==> src/rtl/mem_access_ctrl_if.sv <==
// CPU-side and memory-side bus bundle for mem_access_ctrl.
// slave = controller view, master = CPU plus data-memory view.
interface mem_access_ctrl_if #(
   parameter int ADDR_W = 8,
   parameter int DATA_W = 16
);
   logic              cpu_req;
   logic              cpu_we;
   logic [ADDR_W-1:0] cpu_addr;
   logic [3:0]        cpu_len;
   logic [DATA_W-1:0] cpu_wdata;
   logic              cpu_wready;
   logic              cpu_rvalid;
   logic [DATA_W-1:0] cpu_rdata;
   logic              cpu_busy;
   logic              cpu_done;
   logic              err;
   logic [ADDR_W-1:0] mem_addr;
   logic [DATA_W-1:0] mem_wdata;
   logic              mem_read;
   logic              mem_en;
   logic [DATA_W-1:0] mem_rdata;

   modport slave (
      input  cpu_req, cpu_we, cpu_addr, cpu_len, cpu_wdata, mem_rdata,
      output cpu_wready, cpu_rvalid, cpu_rdata, cpu_busy, cpu_done, err,
             mem_addr, mem_wdata, mem_read, mem_en
   );

   modport master (
      output cpu_req, cpu_we, cpu_addr, cpu_len, cpu_wdata, mem_rdata,
      input  cpu_wready, cpu_rvalid, cpu_rdata, cpu_busy, cpu_done, err,
             mem_addr, mem_wdata, mem_read, mem_en
   );
endinterface

==> src/rtl/mem_access_ctrl.sv <==
// Burst read/write controller between a CPU strobe interface and a single-port data memory.
// Define WRITE_VERIFY_EN to follow every write beat with a read-back verify cycle.
module mem_access_ctrl #(
   parameter int ADDR_W = 8,
   parameter int DATA_W = 16
) (
   input  logic              clk,
   input  logic              rst,
   mem_access_ctrl_if.slave  bus
);

`ifdef WRITE_VERIFY_EN
   typedef enum logic [1:0] {S_IDLE = 2'd0, S_RD = 2'd1, S_WR = 2'd2, S_VFY = 2'd3} state_t;
`else
   typedef enum logic [1:0] {S_IDLE = 2'd0, S_RD = 2'd1, S_WR = 2'd2} state_t;
`endif

   state_t            state_q, state_d;
   logic [3:0]        cnt_q, cnt_d;
   logic [ADDR_W-1:0] mem_addr_q, mem_addr_d;
   logic [DATA_W-1:0] wdata_q, wdata_d;
   logic              mem_en_q, mem_en_d;
   logic              mem_read_q, mem_read_d;
   logic              wready_q, wready_d;
   logic              rvalid_q, rvalid_d;
   logic [DATA_W-1:0] rdata_q, rdata_d;
   logic              busy_q, busy_d;
   logic              done_q, done_d;
`ifdef WRITE_VERIFY_EN
   logic              err_q, err_d;
`endif

   // All outputs except mem_wdata are registered: the cycle's issue is decided one edge earlier.
   always_comb begin
      state_d    = state_q;
      cnt_d      = cnt_q;
      mem_addr_d = mem_addr_q;
      wdata_d    = wdata_q;
      mem_en_d   = 1'b0;
      mem_read_d = 1'b1;
      wready_d   = 1'b0;
      rvalid_d   = 1'b0;
      rdata_d    = rdata_q;
      busy_d     = busy_q;
      done_d     = 1'b0;
`ifdef WRITE_VERIFY_EN
      err_d      = err_q;
`endif
      case (state_q)
         S_IDLE: begin
            if (bus.cpu_req) begin
               cnt_d      = bus.cpu_len;
               mem_addr_d = bus.cpu_addr;
               mem_en_d   = 1'b1;
               busy_d     = 1'b1;
`ifdef WRITE_VERIFY_EN
               err_d      = 1'b0;
`endif
               if (bus.cpu_we) begin
                  state_d    = S_WR;
                  mem_read_d = 1'b0;
                  wready_d   = 1'b1;
               end else begin
                  state_d = S_RD;
               end
            end
         end
         S_RD: begin
            rvalid_d = 1'b1;
            rdata_d  = bus.mem_rdata;
            if (cnt_q == 4'd0) begin
               state_d = S_IDLE;
               done_d  = 1'b1;
               busy_d  = 1'b0;
            end else begin
               cnt_d      = cnt_q - 4'd1;
               mem_addr_d = mem_addr_q + ADDR_W'(1);
               mem_en_d   = 1'b1;
            end
         end
         S_WR: begin
            wdata_d = bus.cpu_wdata;
`ifdef WRITE_VERIFY_EN
            state_d  = S_VFY;
            mem_en_d = 1'b1;
`else
            if (cnt_q == 4'd0) begin
               state_d = S_IDLE;
               done_d  = 1'b1;
               busy_d  = 1'b0;
            end else begin
               cnt_d      = cnt_q - 4'd1;
               mem_addr_d = mem_addr_q + ADDR_W'(1);
               mem_en_d   = 1'b1;
               mem_read_d = 1'b0;
               wready_d   = 1'b1;
            end
`endif
         end
`ifdef WRITE_VERIFY_EN
         S_VFY: begin
            if (bus.mem_rdata != wdata_q) begin
               err_d = 1'b1;
            end
            if (cnt_q == 4'd0) begin
               state_d = S_IDLE;
               done_d  = 1'b1;
               busy_d  = 1'b0;
            end else begin
               state_d    = S_WR;
               cnt_d      = cnt_q - 4'd1;
               mem_addr_d = mem_addr_q + ADDR_W'(1);
               mem_en_d   = 1'b1;
               mem_read_d = 1'b0;
               wready_d   = 1'b1;
            end
         end
`endif
         default: begin
            state_d = S_IDLE;
            busy_d  = 1'b0;
         end
      endcase
   end

   always_ff @(posedge clk) begin
      if (rst) begin
         state_q    <= S_IDLE;
         cnt_q      <= 4'd0;
         mem_addr_q <= '0;
         wdata_q    <= '0;
         mem_en_q   <= 1'b0;
         mem_read_q <= 1'b1;
         wready_q   <= 1'b0;
         rvalid_q   <= 1'b0;
         rdata_q    <= '0;
         busy_q     <= 1'b0;
         done_q     <= 1'b0;
`ifdef WRITE_VERIFY_EN
         err_q      <= 1'b0;
`endif
      end else begin
         state_q    <= state_d;
         cnt_q      <= cnt_d;
         mem_addr_q <= mem_addr_d;
         wdata_q    <= wdata_d;
         mem_en_q   <= mem_en_d;
         mem_read_q <= mem_read_d;
         wready_q   <= wready_d;
         rvalid_q   <= rvalid_d;
         rdata_q    <= rdata_d;
         busy_q     <= busy_d;
         done_q     <= done_d;
`ifdef WRITE_VERIFY_EN
         err_q      <= err_d;
`endif
      end
   end

   // Write data passes straight through during a beat, then holds the last beat's value.
   assign bus.mem_wdata  = (state_q == S_WR) ? bus.cpu_wdata : wdata_q;
   assign bus.mem_addr   = mem_addr_q;
   assign bus.mem_en     = mem_en_q;
   assign bus.mem_read   = mem_read_q;
   assign bus.cpu_wready = wready_q;
   assign bus.cpu_rvalid = rvalid_q;
   assign bus.cpu_rdata  = rdata_q;
   assign bus.cpu_busy   = busy_q;
   assign bus.cpu_done   = done_q;
`ifdef WRITE_VERIFY_EN
   assign bus.err        = err_q;
`else
   assign bus.err        = 1'b0;
`endif

endmodule

==> src/flat_wrapper.sv <==
// flat-port wrapper written by rule: the top's interface ports become plain ports
module mem_access_ctrl_flat 
#(
   parameter int ADDR_W = 8,
   parameter int DATA_W = 16
)
  (clk, rst, bus_cpu_req, bus_cpu_we, bus_cpu_addr, bus_cpu_len, bus_cpu_wdata, bus_mem_rdata, bus_cpu_wready, bus_cpu_rvalid, bus_cpu_rdata, bus_cpu_busy, bus_cpu_done, bus_err, bus_mem_addr, bus_mem_wdata, bus_mem_read, bus_mem_en);
  mem_access_ctrl_if #(.ADDR_W(ADDR_W), .DATA_W(DATA_W)) bus_i ();
  input  logic clk;
  input  logic rst;
  input wire logic [$bits(bus_i.cpu_req)-1:0] bus_cpu_req;
  input wire logic [$bits(bus_i.cpu_we)-1:0] bus_cpu_we;
  input wire logic [$bits(bus_i.cpu_addr)-1:0] bus_cpu_addr;
  input wire logic [$bits(bus_i.cpu_len)-1:0] bus_cpu_len;
  input wire logic [$bits(bus_i.cpu_wdata)-1:0] bus_cpu_wdata;
  input wire logic [$bits(bus_i.mem_rdata)-1:0] bus_mem_rdata;
  output wire logic [$bits(bus_i.cpu_wready)-1:0] bus_cpu_wready;
  output wire logic [$bits(bus_i.cpu_rvalid)-1:0] bus_cpu_rvalid;
  output wire logic [$bits(bus_i.cpu_rdata)-1:0] bus_cpu_rdata;
  output wire logic [$bits(bus_i.cpu_busy)-1:0] bus_cpu_busy;
  output wire logic [$bits(bus_i.cpu_done)-1:0] bus_cpu_done;
  output wire logic [$bits(bus_i.err)-1:0] bus_err;
  output wire logic [$bits(bus_i.mem_addr)-1:0] bus_mem_addr;
  output wire logic [$bits(bus_i.mem_wdata)-1:0] bus_mem_wdata;
  output wire logic [$bits(bus_i.mem_read)-1:0] bus_mem_read;
  output wire logic [$bits(bus_i.mem_en)-1:0] bus_mem_en;
  assign bus_i.cpu_req = bus_cpu_req;
  assign bus_i.cpu_we = bus_cpu_we;
  assign bus_i.cpu_addr = bus_cpu_addr;
  assign bus_i.cpu_len = bus_cpu_len;
  assign bus_i.cpu_wdata = bus_cpu_wdata;
  assign bus_i.mem_rdata = bus_mem_rdata;
  assign bus_cpu_wready = bus_i.cpu_wready;
  assign bus_cpu_rvalid = bus_i.cpu_rvalid;
  assign bus_cpu_rdata = bus_i.cpu_rdata;
  assign bus_cpu_busy = bus_i.cpu_busy;
  assign bus_cpu_done = bus_i.cpu_done;
  assign bus_err = bus_i.err;
  assign bus_mem_addr = bus_i.mem_addr;
  assign bus_mem_wdata = bus_i.mem_wdata;
  assign bus_mem_read = bus_i.mem_read;
  assign bus_mem_en = bus_i.mem_en;
  mem_access_ctrl #(.ADDR_W(ADDR_W), .DATA_W(DATA_W)) u_core (.clk(clk), .rst(rst), .bus(bus_i));
endmodule
==> config.mk <==
export PLATFORM = sky130hd
export DESIGN_NAME = mem_access_ctrl_flat
export DESIGN_NICKNAME = d
export VERILOG_FILES = /design/src/rtl/mem_access_ctrl_if.sv /design/src/rtl/mem_access_ctrl.sv /design/src/flat_wrapper.sv
export SDC_FILE = /design/constraint.sdc
export NUM_CORES = 1
export LEC_CHECK = 0
export CAP_MARGIN = 20
export CORE_ASPECT_RATIO = 0.7
export CORE_MARGIN = 2
export CORE_UTILIZATION = 45
export DETAILED_ROUTE_END_ITERATION = 7
export MAX_ROUTING_LAYER = met4
export PLACE_DENSITY = 0.81
export SYNTH_ARGS = -nofsm -noshare
export SYNTH_HDL_FRONTEND = slang
export SYNTH_SLANG_ARGS = --single-unit
export TNS_END_PERCENT = 10
==> constraint.sdc <==
create_clock -name clk -period 2.55 [get_ports clk]
set_input_delay 0.51 -clock clk [delete_from_list [all_inputs] [get_ports clk]]
set_output_delay 0.51 -clock clk [all_outputs]
set_load 0.005 [all_outputs]
==> impl_metrics.toml <==
[grt]
global_route_wire_length_before_repair_mm = 9.01
initial_antenna_violation_count = 0
grt_start_max_net_pins = 42
global_route.usage.total_pct = 19.5
vias_in_the_first_global_route = 1910
grt-ovfl-total = 0

[drt]
drtPass1Iterations = 4
detail-route-antenna-nets = 0
route.vias.total = 2013
detail_route.iter0.violations = 148
number_of_drc_violations_after_detailed_routing = 0
drt-total-wl_mm = 5.52
post_drt_wl_per_cell_um = 13.7
viasPerCell = 5.01

[yosys]
yosysWarningCount = 0
syn-instance-count = 241
synth.yosys.seq_area_share_pct = 44.6
synth_cell_area_um2 = 2330
synthesis.nets = 296
syn-mean-instance-area_um2 = 9.68
yosys_register_bits = 52
synth.lib_cells_used.distinct = 45

[power]
total_leakage_power_uw = 0.00127
pwr_density_cell_nw_per_um2 = 646
vdd_ir_drop_max_uv = 314

[placement]
port-buffer-count = 93
hpwl_mm = 4.02
placed_cells_incl_taps = 394
gp_congestion = 0.771

[sta]
report.final.slew_viol_count = 0
finalSetupViolations = 0
timing_hold_violations_final = 0
fin_crit_sh_pct = 97.1
fin_setup_tns_ns = 0
worst_slew_pin_tran_ns = 0.750
layout_min_cycle_time_ns = 2.48
fin_skew_ns = 0.00751
rsz_0062_raised_after_global_routing = "no"
clock.fmax_mhz = 404
slew_headroom_pct = 50.0

[setup_path]
critPathLaunchType = "flop"
cp.arrival_ns = 1.97
timing.critical_path.from = "u_core.state_q[0]"
worst-setup-path-type = "flop to primary output"
endpoint_kind = "primary output"
critical_path.reg2reg.startpoint = "u_core.state_q[0]"
critical_path_required_ns = 2.04
timing.reg2reg.worst_path_depth = 7
crit_path_max_fanout = 20

[clocking]
clk_pin_slew_ns = 0.09
cts_max_path_buffers = 2
cts.htree.levels = 2
postCtsHoldBufs = 0
clock_insertion_delay_worst_skew_ns = 0.30
clock-root-buffer = "sky130_fd_sc_hd__clkbuf_8"
number_of_clock_buffers_inserted_by_tritoncts = 5
clock-sinks = 52
cts_tree = "yes"

[flow_run]
max_cap_violations = 0

[final_layout]
layout.filler_cells = 382
commonest_non_fill_non_tap_cells_in_the_layout = "sky130_fd_sc_hd__clkdlybuf4s50_1, sky130_fd_sc_hd__dfxtp_1, sky130_fd_sc_hd__nor2_1"
final_common_cell = "sky130_fd_sc_hd__clkdlybuf4s50_1"
layout.core_utilization_pct = 70.2
antenna-diode-count = 0
net_count_of_the_finished_layout = 387
ratio_of_cells_with_drive_above_1_in_the_final_layout_pct = 11.1
layout.cells.non_filler = 402
area_added_between_synthesis_and_finish_pct = 47.1

[floorplan]
initial_utilization_pct = 47.7
placementRows = 21
coreArea_um2 = 4890
chipHeight_um = 64.2
die_w_um = 90.0
i_o_pin_count = 95
die_area_um2 = 5780

[status]
outcome = "completed"

[hold_path]
min-delay-start = "u_core.bus.cpu_rdata[13]"
whs_path_depth = 2
worstHoldPathType = "flop to flop"
-- report_power, final --
part	leakage (uW)	switching (uW)	internal (uW)	total, uW
registers	0.000425	64.3	899	963
clock network	0.0000541	266	291	557
logic	0.000790	295	402	697
total	0.00127	625	1590	2220
-- metal layers --
| layer | vias up | share of wire (%) | GRT usage [%] | wire length (um) |
|---|---|---|---|---|
| met5 | - | 0 | - | 0 |
| met4 | 0 | 0.14 | 3.65 | 8 |
| met3 | 2 | 7.1 | 4.83 | 390 |
| met2 | 78 | 43 | 29.8 | 2390 |
| met1 | 918 | 50 | 26.6 | 2740 |
| li1 | 1015 | - | - | - |
-- kinds of logic after synthesis --
kind of cell	count (synthesis)	share of synthesized area, %
simple gates	80	18.2
other cells	1	0.161
compound gates	43	12.7
mux	34	15.5
flops	52	44.6
fa+ha+maj	7	3.76
buf+inv	24	5.15
-- synth_stat cells, drive strengths merged --
cell           n  share of area [%]
mux2i         18                7.7
a311oi         1               0.64
nand2b         5                1.3
or2            2               0.54
o32ai          2               0.75
conb           1               0.16
nand4bb        1               0.48
a211oi         3               0.97
clkbuf         5               0.80
nor3b          1               0.32
buf           10                2.5
nor4           3               0.80
and3           1               0.27
a211o          1               0.38
o21ai          9                1.9
mux2          16                7.7
or3            1               0.27
o31ai          3               0.97
a31oi          1               0.27
and2           2               0.54
dlymetal6s2s   1               0.54
nor2b         20                5.4
a2bb2oi        1               0.38
a21oi         13                3.0
nand2         10                1.6
nor3           3               0.64
a32o           1               0.43
o2111ai        2               0.75
nor2          21                3.4
nand4          2               0.54
inv            8                1.3
a221oi         1               0.64
o211ai         2               0.64
nand3b         1               0.32
or4            1               0.32
o21a           3               0.97
dfxtp         52                 45
or3b           1               0.38
ha             7                3.8
nand3          5                1.1
-- layout make-up --
type	instances	area, um^2	share of cell area (%)
multi-input cells	165	1170	34.1
flip-flops and latches	52	1040	30.3
inverters	8	30.0	0.875
clock buffers	5	68.8	2.01
clock inverters	3	42.5	1.24
repair buffers	100	991	28.9
well taps	69	86.3	2.52
-- worst max-delay path, cell delays in order, from the launching register on --
cell and delay, ns:
sky130_fd_sc_hd__dfxtp_1 0.35, sky130_fd_sc_hd__inv_1 0.12, sky130_fd_sc_hd__ha_1 0.21, sky130_fd_sc_hd__buf_12 0.17, sky130_fd_sc_hd__mux2_2 0.36, sky130_fd_sc_hd__clkdlybuf4s50_1 0.46
-- path summary, 6_finish.rpt --
path / slack, ns / to
setup / recovery: 0.07 / bus_mem_wdata[11]
hold / removal: 0.50 / u_core.bus.cpu_rdata[13]
setup reg to reg: 0.60 / u_core.bus.mem_addr[5]
hold reg to reg: 0.50 / u_core.bus.cpu_rdata[13]
-- flip-flops by register name, indices dropped and copies added, names as in the netlist --
register,count
u_core.wdata_q,16
u_core.bus.mem_addr,8
u_core.bus.cpu_rdata,16
u_core.cnt_q,4
u_core.bus.cpu_busy,1
u_core.bus.cpu_done,1
u_core.bus.cpu_rvalid,1
u_core.bus.mem_read,1
u_core.bus.cpu_wready,1
u_core.state_q,2
u_core.bus.mem_en,1
-- per-stage QoR --
stage	instance area [um^2]	hold WS, ns	total power, uW	worst slack [ns]
floorplan	2330	0.454	1350	0.794
global placement	3310	0.471	1650	0.369
detailed placement	3310	0.484	1670	0.344
CTS	3420	0.500	2230	0.0446
global route	3430	0.527	2350	0.00642
finish	3430	0.500	2220	0.0748
-- repair_timing --
action	CTS	global route
setup endpoints to repair	1	7
resized for setup	1	2
setup buffers	0	0
No activity file was read; power rests on OpenSTA's default activity.
==> variant: new RTL, config.mk and constraints unchanged <==
Take the reset off `wdata_q` and load it in a clocked block of its own.
--- a/src/rtl/mem_access_ctrl.sv
+++ b/src/rtl/mem_access_ctrl.sv
@@ -129,5 +129,4 @@
          cnt_q      <= 4'd0;
          mem_addr_q <= '0;
-         wdata_q    <= '0;
          mem_en_q   <= 1'b0;
          mem_read_q <= 1'b1;
@@ -144,5 +143,4 @@
          cnt_q      <= cnt_d;
          mem_addr_q <= mem_addr_d;
-         wdata_q    <= wdata_d;
          mem_en_q   <= mem_en_d;
          mem_read_q <= mem_read_d;
@@ -156,4 +154,8 @@
 `endif
       end
+   end
+
+   always_ff @(posedge clk) begin
+      wdata_q <= wdata_d;
    end
 
Function: differs if rst is asserted again (counterexample within 4 cycles, from zero or initial values and one cycle with rst high); with rst held inactive, the same outputs for 10 cycles.
==> variant against the original RTL <==
Total power is 18% higher. Worst setup slack improved by 9.1 ps. Highest routed layer unchanged. Clock skew decreased by 0.78 ps. Design area fell by 3.2%. Sequential cell count unchanged. Count of clock-buffer cells in the layout increased by 1. First-iteration DRC count decreased by 37%. Combinational power rose by 46%. Non-clock buffer count shrank 2. Wire length down 6.5%. Register-to-register slack worse by 170 ps. Sequential power up 15%. Area after synthesis fell by 5.6%.
==> variant: results <==
set metrics [dict create \
    fin_crit_sh_pct 96.7 \
    fin_area_um2 3320 \
    r2r_end "u_core.cnt_q[0]$_SDFFE_PP0P_" \
    gp_congestion 0.765 \
    combinationalPower_w 0.00102 \
    fill_cells 377 \
    synth_area_leaders "dfxtp_1, mux2i_1, mux2_2" \
    nNonClkBuffers 98 \
    synth_cell_type_count 48 \
    rrSetupSlack_ps 430 \
    met3WireLength_um 369 \
    yosysSeqAreaShare_pct 47.3 \
    syn-num-nets 278 \
    wl_met2_um 2330 \
    dp.cells 377 \
    drt-pass1-iter-count 4 \
    skew_ps 6.74 \
    power.switching_w 0.000751 \
    met3_usage_pct 5.28 \
    hold_viol 0 \
    p_int_w 0.00187 \
    path_max_fanout 16 \
    area_share_clock_buf_inv_pct 2.94 \
    p_leak_nw 1.23 \
    grt_use_met1_pct 25.5 \
    final_net_count 370 \
    signal_buffer_area_fraction_pct 29.6 \
    placed_area_um2 3210 \
    vias_per_cell 4.93 \
    grt.total_usage_pct 19.1 \
    num-nonclk-inverters 9 \
    yosys_warnings 0 \
    synthCells 223 \
    multi_input_area_um2 1080 \
    vias 1898 \
    p_seq_share_pct 42.3 \
    gr-usage-met2_pct 29.1 \
    outcome "completed" \
    grt_pass1_wl_um 8200 \
    hold_start "u_core.cnt_q[1]$_SDFFE_PP0P_" \
    cp-endpoint "bus_mem_wdata[0]" \
    drt_iter0_drc 93 \
    final_util_pct 69.8 \
    synthTopCellsByCount "dfxtp_1, nor2_1, mux2i_1, mux2_2, nand2_1" \
    wirelength_met1_um 2430 \
    sh_seq_area_pct 31.4 \
    hpwl_um 3840 \
    grt_max_degree 22 \
    grt_pass1_vias 1805 \
    irDropWorstVdd_mv 0.323 \
    drive_gt1_share_pct 11.7 \
    holdWs_ps 475 \
    initial_core_util_pct 46.3 \
    grt_antenna_before_repair 0 \
    r2r_start "u_core.state_q[1]$_SDFFE_PP0P_" \
]
## variant: cell count changes after synthesis, sizes merged, moves of 2 or more
| cell | before | now |
|---|---|---|
| nand2b | 5 | 3 |
| nand2 | 10 | 14 |
| nor2b | 20 | 4 |
| clkbuf | 5 | 7 |
| buf | 10 | 6 |
| o31ai | 3 | 0 |
| a21oi | 13 | 10 |
## variant: cells by family (layout without fill, tap and decap cells)
| family | after synthesis | count (layout) | synth area share [%] |
|---|---|---|---|
| flip-flops | 52 | 52 | 47.3 |
| AO/OA/AOI/OAI | 40 | 40 | 12.5 |
| other | 1 | 1 | 0.170 |
| multiplexers | 34 | 34 | 16.4 |
| AND/OR/NAND/NOR | 67 | 67 | 15.5 |
| buffers and inverters | 22 | 115 | 4.21 |
| adder cells (fa/ha/maj) | 7 | 7 | 3.98 |
## variant: critical path: stages (launching register included)
cell and delay (ps):
dfxtp_1 350, inv_1 150, ha_4 190, buf_12 150, mux2_2 360, clkdlybuf4s50_1 450
